## src/rtl/uart_pkg.sv

```systemverilog
// -----------------------------------------------------------------------------
// uart_pkg -- shared definitions for the UART receive path.
//
// Contents:
//   DEF_CLK_FREQ / DEF_UART_BPS : default system clock (Hz) and baud rate
//   DATA_W                      : payload width of one frame (8)
//   rx_state_e                  : receiver FSM state encoding
//
// Optional feature: define UART_RX_PARITY_EN to add an even-parity bit to the
// frame. This adds the ST_PAR state.
// -----------------------------------------------------------------------------
package uart_pkg;

    localparam int DEF_CLK_FREQ = 50000000;
    localparam int DEF_UART_BPS = 960000;
    localparam int DATA_W       = 8;

    typedef enum logic [2:0] {
        ST_IDLE,
        ST_START,
        ST_DATA,
`ifdef UART_RX_PARITY_EN
        ST_PAR,
`endif
        ST_STOP
    } rx_state_e;

endpackage

```

## src/rtl/uart_rx_sync.sv

```systemverilog
// -----------------------------------------------------------------------------
// uart_rx_sync -- two-flop synchroniser and falling-edge detector for the
// asynchronous serial line.
//
// Ports:
//   sys_clk   in  : system clock
//   sys_rst   in  : asynchronous active-high reset
//   rxd_async in  : raw serial line (idle high)
//   rxd_sync  out : line after the two synchroniser flops
//   fall_edge out : one-cycle pulse on a 1->0 transition of rxd_sync
//
// All flops reset to 1 so that a line that is low when reset releases does
// not look like a start edge.
// -----------------------------------------------------------------------------
module uart_rx_sync (
    input  logic sys_clk,
    input  logic sys_rst,
    input  logic rxd_async,
    output logic rxd_sync,
    output logic fall_edge
);

    logic meta_q, meta_d;
    logic sync_q, sync_d;
    logic prev_q, prev_d;

    always_comb begin
        meta_d = rxd_async;
        sync_d = meta_q;
        prev_d = sync_q;
    end

    always_ff @(posedge sys_clk or posedge sys_rst) begin
        if (sys_rst) begin
            meta_q <= 1'b1;
            sync_q <= 1'b1;
            prev_q <= 1'b1;
        end else begin
            meta_q <= meta_d;
            sync_q <= sync_d;
            prev_q <= prev_d;
        end
    end

    assign rxd_sync  = sync_q;
    assign fall_edge = prev_q & ~sync_q;

endmodule

```

## src/rtl/uart_rx.sv

```systemverilog
// -----------------------------------------------------------------------------
// uart_rx -- 8-bit UART receiver (1 start, 8 data LSB first, optional even
// parity, 1 stop).
//
// Parameters:
//   CLK_FREQ : sys_clk frequency in Hz
//   UART_BPS : line baud rate
//
// Ports:
//   sys_clk   in  : system clock
//   sys_rst   in  : asynchronous active-high reset
//   uart_rxd  in  : serial line, idle high
//   uart_data out : last received byte, held between uart_done pulses
//   uart_done out : one-cycle pulse, new byte on uart_data
//   uart_err  out : frame error (bad stop bit / parity), only valid with done
//   rx_busy   out : high whenever a frame is being received
//
// Optional feature: define UART_RX_PARITY_EN for an even-parity bit between
// the last data bit and the stop bit.
//
// The baud counter starts at 0 on the start edge and free-runs with period
// BPS_CNT; every bit is sampled where the counter equals MID, i.e. roughly in
// the middle of each bit cell.
// -----------------------------------------------------------------------------
module uart_rx
    import uart_pkg::*;
#(
    parameter int CLK_FREQ = DEF_CLK_FREQ,
    parameter int UART_BPS = DEF_UART_BPS
) (
    input  logic              sys_clk,
    input  logic              sys_rst,
    input  logic              uart_rxd,
    output logic [DATA_W-1:0] uart_data,
    output logic              uart_done,
    output logic              uart_err,
    output logic              rx_busy
);

    localparam int BPS_CNT = CLK_FREQ / UART_BPS;
    localparam int MID     = BPS_CNT / 2;
    localparam int CNT_W   = (BPS_CNT > 1) ? $clog2(BPS_CNT) : 1;

    localparam logic [CNT_W-1:0] CNT_LAST = CNT_W'(BPS_CNT - 1);
    localparam logic [CNT_W-1:0] CNT_MID  = CNT_W'(MID);

    logic rxd_s;
    logic start_edge;

    uart_rx_sync u_sync (
        .sys_clk   (sys_clk),
        .sys_rst   (sys_rst),
        .rxd_async (uart_rxd),
        .rxd_sync  (rxd_s),
        .fall_edge (start_edge)
    );

    rx_state_e         state_q, state_d;
    logic [CNT_W-1:0]  cnt_q, cnt_d;
    logic [2:0]        bit_idx_q, bit_idx_d;
    logic [DATA_W-1:0] shift_q, shift_d;
    logic [DATA_W-1:0] data_q, data_d;
    logic              done_q, done_d;
    logic              err_q, err_d;
    logic              sample;
    logic              par_err;

`ifdef UART_RX_PARITY_EN
    logic par_q, par_d;
    // Even parity: the received parity bit must equal the XOR of the data.
    assign par_err = par_q ^ (^shift_q);
`else
    assign par_err = 1'b0;
`endif

    assign sample = (cnt_q == CNT_MID);

    always_comb begin
        state_d   = state_q;
        cnt_d     = (cnt_q == CNT_LAST) ? '0 : cnt_q + CNT_W'(1);
        bit_idx_d = bit_idx_q;
        shift_d   = shift_q;
        data_d    = data_q;
        done_d    = 1'b0;
        err_d     = 1'b0;
`ifdef UART_RX_PARITY_EN
        par_d     = par_q;
`endif

        case (state_q)
            ST_IDLE: begin
                // Counter parked at 0 so the first START cycle sees 0.
                cnt_d = '0;
                if (start_edge) begin
                    state_d = ST_START;
                end
            end

            ST_START: begin
                if (sample) begin
                    if (rxd_s) begin
                        // Line back high mid start bit: treat as a glitch.
                        state_d = ST_IDLE;
                    end else begin
                        state_d   = ST_DATA;
                        bit_idx_d = 3'd0;
                    end
                end
            end

            ST_DATA: begin
                if (sample) begin
                    // LSB arrives first, so shift in from the top.
                    shift_d   = {rxd_s, shift_q[DATA_W-1:1]};
                    bit_idx_d = bit_idx_q + 3'd1;
                    if (bit_idx_q == 3'd7) begin
`ifdef UART_RX_PARITY_EN
                        state_d = ST_PAR;
`else
                        state_d = ST_STOP;
`endif
                    end
                end
            end

`ifdef UART_RX_PARITY_EN
            ST_PAR: begin
                if (sample) begin
                    par_d   = rxd_s;
                    state_d = ST_STOP;
                end
            end
`endif

            ST_STOP: begin
                if (sample) begin
                    data_d  = shift_q;
                    err_d   = ~rxd_s | par_err;
                    done_d  = 1'b1;
                    // Leave mid stop bit so a zero-gap next start edge,
                    // half a bit later, is still seen in IDLE.
                    state_d = ST_IDLE;
                end
            end

            default: begin
                state_d = ST_IDLE;
            end
        endcase
    end

    always_ff @(posedge sys_clk or posedge sys_rst) begin
        if (sys_rst) begin
            state_q   <= ST_IDLE;
            cnt_q     <= '0;
            bit_idx_q <= 3'd0;
            shift_q   <= '0;
            data_q    <= '0;
            done_q    <= 1'b0;
            err_q     <= 1'b0;
`ifdef UART_RX_PARITY_EN
            par_q     <= 1'b0;
`endif
        end else begin
            state_q   <= state_d;
            cnt_q     <= cnt_d;
            bit_idx_q <= bit_idx_d;
            shift_q   <= shift_d;
            data_q    <= data_d;
            done_q    <= done_d;
            err_q     <= err_d;
`ifdef UART_RX_PARITY_EN
            par_q     <= par_d;
`endif
        end
    end

    assign uart_data = data_q;
    assign uart_done = done_q;
    assign uart_err  = err_q;
    assign rx_busy   = (state_q != ST_IDLE);

endmodule

```

## config.mk

```make
export PLATFORM = sky130hd
export DESIGN_NAME = uart_rx
export DESIGN_NICKNAME = d
export VERILOG_FILES = /design/src/rtl/uart_pkg.sv /design/src/rtl/uart_rx_sync.sv /design/src/rtl/uart_rx.sv
export SDC_FILE = /design/constraint.sdc
export NUM_CORES = 1
export LEC_CHECK = 0
export CORE_ASPECT_RATIO = 0.9
export CORE_UTILIZATION = 55
export CTS_CLUSTER_SIZE = 30
export DETAILED_ROUTE_END_ITERATION = 7
export HOLD_SLACK_MARGIN = 0.05
export PLACE_DENSITY = 0.77
export SLEW_MARGIN = 20
export SYNTH_ARGS = -nofsm -noshare
export SYNTH_HDL_FRONTEND = slang
export SYNTH_SLANG_ARGS = --single-unit
```

## constraint.sdc

```tcl
create_clock -name sys_clk -period 1.8 [get_ports sys_clk]
set_input_delay 0.27 -clock sys_clk [delete_from_list [all_inputs] [get_ports sys_clk]]
set_output_delay 0.27 -clock sys_clk [all_outputs]
set_load 0.005 [all_outputs]
```

==> results of run 1 <==
## synthesized netlist by cell type, drive strengths merged (2+ instances only)
master,n,area share (%)
a211oi,3,1.6
nor2,5,1.3
o21ai,5,1.8
inv,4,1.1
nand3,3,1.1
dfstp,3,5.6
nor2b,2,0.89
dfrtp,29,52
nand4,2,2.0
clkbuf,3,0.80
and2,2,0.89
nor4,2,0.89
mux2,16,13
a21oi,5,1.8
nand4bb,2,1.6
xor2,2,1.2
ha,4,3.6
nand2,3,0.80
and4bb,2,1.8
## worst paths after layout
path	from	to	slack [ps]	cells after the start
setup / recovery	cnt_q[0]$_DFF_PP0_	bit_idx_q[2]$_DFFE_PP0P_	190	5
hold / removal	sys_rst	state_q[0]$_DFFE_PP0P_	320	3
setup reg to reg	cnt_q[0]$_DFF_PP0_	bit_idx_q[2]$_DFFE_PP0P_	190	5
hold reg to reg	u_sync.meta_q$_DFF_PP1_	u_sync.rxd_sync$_DFF_PP1_	360	0
max in group asynchronous	sys_rst	u_sync.meta_q$_DFF_PP1_	1150	3
min in group sys_clk	uart_rxd	u_sync.meta_q$_DFF_PP1_	350	1
## worst register-to-register path: stages (launching register included)
cell	delay (ps)
dfrtp_1	430
inv_1	80
ha_1	350
and4bb_2	330
a21oi_1	80
a211oi_1	260
## metrics by stage
stage	setup WS (ps)	instances	total power, µW	util (%)	area (µm²)
CTS	165	156	1820	71.4	1630
global placement	267	148	1420	69.2	1580
finish	188	156	1800	71.4	1630
detailed placement	181	148	1450	69.2	1580
global route	77.5	156	1920	71.4	1630
floorplan	299	108	1290	-	1400
## timing repair
item,4_1_cts,5_1_grt
endpoints found under the setup margin,1,0
hold buffers,0,0
resized for setup,1,0
## per-layer routing
layer / GRT usage, % / share of wire, %
met4: 12.9 / 2.6
met5: 0 / 0
met3: 5.77 / 2.8
met2: 33.3 / 48
met1: 28.7 / 46
## power by group through the flow
stage	clock network [µW]	registers, µW	logic (µW)
after floorplan	0	896	398
final	374	936	488
after global placement	0	940	479
after CTS	392	935	492
after detailed placement	0	950	496
after global routing	413	959	550
## logic make-up after synthesis
group / Yosys count
fa+ha+maj: 4
compound gates: 15
simple gates: 30
xor+xnor: 3
flops: 32
mux: 16
buf+inv: 8
## registers in the layout (all words and copies together), names as in the netlist
| name | cells |
|---|---|
| bit_idx_q | 3 |
| cnt_q | 6 |
| uart_done | 1 |
| uart_err | 1 |
| u_sync.meta_q | 1 |
| state_q | 2 |
| uart_data | 8 |
| shift_q | 8 |
| u_sync.rxd_sync | 1 |
| u_sync.prev_q | 1 |
## layout make-up
class,instances,share of cell area (%)
sequential,32,49.4
clock buffer,7,2.76
clock inverter,1,0.307
timing repair buffer,17,9.75
tap,27,2.07
multi-input combinational,68,34.8
inverter,4,0.922
==> results.json, run 1 <==
{
  "outcome": "finished, final reports clean",
  "slowest_stage": "dfrtp_1",
  "place_hpwl_um": 1690,
  "synth.avg_cell_area_um2": 13.0,
  "globalplace.congestion": 0.817,
  "synthSimpleGateAreaFrac_pct": 15.9,
  "layout_min_cycle_time_ps": 1610,
  "final-seq-area_um2": 805,
  "timing.hold.ws_ps": 316,
  "cts_sinks": 32,
  "wirelength_um": 2430,
  "clkSlewWorstSetupHoldPaths_ps": 100,
  "yosysSeqAreaShare_pct": 57.4,
  "antenna_found_initial": 0,
  "clk-insertion-delay-late_ps": 320,
  "setup_viol": 0,
  "setup_tns_ps": 0,
  "dominantRegCellSynth": "dfrtp_1",
  "grt_setup_unrepaired": "false",
  "cts_made_buffers": 5,
  "synth_xor_xnor_area_share_pct": 1.87,
  "start_util_pct": 61.5,
  "hp-class": "in2async",
  "ys_types": 31,
  "slowest_delay_ps": 430,
  "final_common_cell": "dfrtp_1",
  "area_growth_pct": 16.1,
  "grtUsageTotal_pct": 22.1,
  "grt_overflow": 0,
  "cp_cell_sequence": "inv_1, ha_1, and4bb_2, a21oi_1, a211oi_1",
  "dieWidth_um": 55.2,
  "cp_top_family": "flip-flops",
  "wire_per_inst_um": 15.6,
  "period_share_pct": 89.6,
  "power_per_cell_area_mw_per_mm2": 1100,
  "internal-power_uw": 1180,
  "relSlewSlack_pct": 73.7,
  "ir_drop_v": 0.000864,
  "remaining_drc_errors": 0,
  "grt_max_degree": 33,
  "synth_top_family_by_area": "simple AND/OR/NAND/NOR gates",
  "power_switching_share_pct": 34.2,
  "critPathKind": "reg2reg",
  "viasPerCell": 5.63,
  "endpoint_kind": "register",
  "cts_tree": "built",
  "vias": 879,
  "synth_mux_area_share_pct": 12.8,
  "tightest_slew_ps": 395,
  "cts-root-buf": "clkbuf_4",
  "ant_nets": 0,
  "yosys_warnings": 0,
  "multi_input_area_um2": 567,
  "postCtsSetupBuffers": 0,
  "p_leak_uw": 0.000769,
  "first_global_vias": 904,
  "dr.pass1.iters": 4,
  "power_frac_clock_pct": 20.8,
  "clock_skew_ps": 12.2,
  "drt_iter0_markers": 12,
  "synthArstFlopShare_pct": 100,
  "numPortBuffers": 13,
  "combPwrFrac_pct": 27.1,
  "layout_common_cells": "29 x dfrtp_1, 16 x mux2_2, 12 x clkdlybuf4s50_1",
  "worstPathMaxFanout": 7,
  "clockBufferDepth": 2,
  "nets": 135,
  "synthCells": 108,
  "switchingPower_uw": 615,
  "power_frac_seq_pct": 52.1,
  "syn_area_mm2": 0.00140,
  "finalHoldViolations": 0,
  "worst-path-buf-inv": 1,
  "grt_pass1_wl_um": 4420,
  "ys_ff_latch": 32,
  "ios": 14,
  "htree_num_levels": 2,
  "cp-start-kind": "register",
  "diodes": 0,
  "synth_compound_area_share_pct": 6.24,
  "die_height_um": 49.9,
  "fp.coreArea_mm2": 0.00228,
  "drv_cap": 0,
  "final_max_slew_viol_count": 0,
  "die_area_mm2": 0.00276,
  "crit_required_ps": 2020,
  "rows": 16,
  "synth_edf_count": 0,
  "critPathArrivalTime_ps": 1840,
  "max_freq_ghz": 0.620,
  "fill_cells": 176,
  "synth_nets": 115,
  "layout-drive-gt1-share_pct": 26.4,
  "yosys.area_share.adder_pct": 3.57
}
(Power assumes the default switching activity.)
==> inputs of run 2 (changes only) <==
CTS_CLUSTER_SIZE = not set   (was 30)
SYNTH_HIERARCHICAL = 1   (was not set)
==> results.json, run 2 <==
{
  "cts-root-buf": "clkbuf_4",
  "period_share_pct": 96.7,
  "final_common_cell": "dfrtp_1",
  "yosysSeqAreaShare_pct": 56.1,
  "layout_min_cycle_time_ps": 1740,
  "layout_common_cells": "28 x dfrtp_1, 13 x clkdlybuf4s50_1, 8 x mux2_4",
  "die_area_mm2": 0.00282,
  "die_height_um": 50.5,
  "grtUsageTotal_pct": 18.7,
  "numPortBuffers": 13,
  "relSlewSlack_pct": 62.4,
  "yosys_warnings": 6,
  "remaining_drc_errors": 0,
  "grtUsageMet3_pct": 5.41,
  "synth_nets": 114,
  "drv_cap": 0,
  "synth_area_leader_cell": "dfrtp_1",
  "worstPathMaxFanout": 3,
  "clock_skew_ps": 12.9,
  "power_per_cell_area_mw_per_mm2": 1120,
  "clkSlewWorstSetupHoldPaths_ps": 90,
  "ys_ff_latch": 32,
  "cts_tree": "built",
  "drt_iter0_markers": 12,
  "nets": 135,
  "synth.avg_cell_area_um2": 13.4,
  "ys_top_cells_by_count": "29 x dfrtp_1, 8 x mux2_4, 6 x inv_1, 6 x mux2_2",
  "ir_drop_v": 0.00105,
  "dominantRegCellSynth": "dfrtp_1",
  "setup_viol": 0,
  "clockBufferDepth": 2,
  "hp-class": "in2async",
  "wirelength_um": 2210,
  "critPathArrivalTime_ps": 1470,
  "reg2reg_depth": 5,
  "htree_num_levels": 2,
  "diodes": 0,
  "grt_setup_unrepaired": "false",
  "synthArstFlopShare_pct": 100,
  "crit_required_ps": 1530,
  "synth_top_area_share_pct": 50.6,
  "vias": 849,
  "tightest_slew_ps": 559,
  "grtUsageMet2_pct": 28.1,
  "final_max_slew_viol_count": 0,
  "top_usage_layer": "met2",
  "place_hpwl_um": 1570,
  "ios": 14,
  "hold_buffers": 0,
  "yosys-top-cells-area": "dfrtp_1 51%, mux2_4 8.4%, dfstp_2 5.5%",
  "cp-start-kind": "register",
  "final_core_util_pct": 68.9,
  "grt_max_degree": 19,
  "fp.coreArea_mm2": 0.00247,
  "cts_sinks": 32,
  "dieWidth_um": 55.8,
  "ant_nets": 0,
  "critPathKind": "reg2out",
  "grt_overflow": 0,
  "outcome": "finished, final reports clean",
  "rows": 17,
  "grt_pass1_wl_um": 3750,
  "gr-usage-met1_pct": 23.6,
  "layout-drive-gt1-share_pct": 27.9,
  "antenna_found_initial": 0,
  "p_leak_uw": 0.000786,
  "wire_per_inst_um": 14.1,
  "synth_most_common_cell": "dfrtp_1",
  "globalplace.congestion": 0.903,
  "ys_types": 36,
  "endpoint_kind": "output pin",
  "syn_area_mm2": 0.00144,
  "setup_tns_ps": 0,
  "synth_edf_count": 0,
  "finalHoldViolations": 0,
  "area_growth_pct": 18.5,
  "cts_made_buffers": 5,
  "first_global_vias": 800,
  "clk-insertion-delay-late_ps": 330,
  "dr.pass1.iters": 4,
  "start_util_pct": 58.2,
  "synthCells": 107,
  "max_freq_ghz": 0.575,
  "viasPerCell": 5.41
}
[run 2: path summary, 6_finish.rpt]
| kind | slack, ps | end | from |
|---|---|---|---|
| worst max-delay path | 60 | rx_busy | state_q[0]$_DFFE_PP0P_ |
| worst min-delay path | 300 | cnt_q[5]$_DFF_PP0_ | sys_rst |
| worst max register to register | 140 | shift_q[7]$_DFFE_PP0P_ | cnt_q[0]$_DFF_PP0_ |
| worst min register to register | 360 | u_sync/rxd_sync$_DFF_PP1_ | u_sync/meta_q$_DFF_PP1_ |
| max in group asynchronous | 1030 | uart_data[7]$_DFFE_PP0P_ | sys_rst |
| min in group sys_clk | 350 | u_sync/meta_q$_DFF_PP1_ | uart_rxd |
[run 2: logic make-up (layout without fill, tap and decap cells)]
group | count (synthesis) | count (layout) | synth area share, %
compound gates | 15 | 15 | 7.06
xor+xnor | 3 | 3 | 1.83
mux | 16 | 16 | 14.6
simple gates | 28 | 28 | 14.0
buf+inv | 9 | 31 | 2.96
fa+ha+maj | 4 | 4 | 3.49
flops | 32 | 32 | 56.1
[run 2: power breakdown]
group	switching, µW	internal (µW)	leakage, µW
Combinational	245	209	0.000323
Clock	231	291	0.0000422
Sequential	107	812	0.000421
[run 2: layout make-up]
cell class | instances | area (µm²)
clock inverters | 2 | 35.0
multi-input cells | 66 | 588
clock buffers | 6 | 41.3
fillers | 174 | 767
inverters | 6 | 22.5
flip-flops and latches | 32 | 806
repair buffers | 17 | 173
well taps | 28 | 35.0
[run 2: repair_timing]
action                                  4_1_cts  5_1_grt
endpoints found under the setup margin        1        0
setup buffers                                 1        0
gates resized for setup                       1        0
[run 2: worst max-delay path, stage by stage (launching register included)]
cell and delay, ps:
dfrtp_2 400, or2_2 300, clkdlybuf4s50_1 450
[run 2: layer usage]
layer | routed length (µm) | up-vias
met1 | 1080 | 398
met2 | 1000 | 20
li1 | - | 426
met3 | 87 | 5
met4 | 41 | 0
met5 | 0 | -
[run 2: per-stage QoR]
step	hold WS, ps	std cells	area [µm²]	setup slack (ps)	power, µW
after floorplan	203	107	1440	63.2	1250
after global placement	348	148	1620	192	1360
after CTS	297	157	1700	36.1	1920
after detailed placement	348	148	1620	155	1370
final	298	157	1700	59.9	1900
after global routing	322	157	1700	15.1	2030
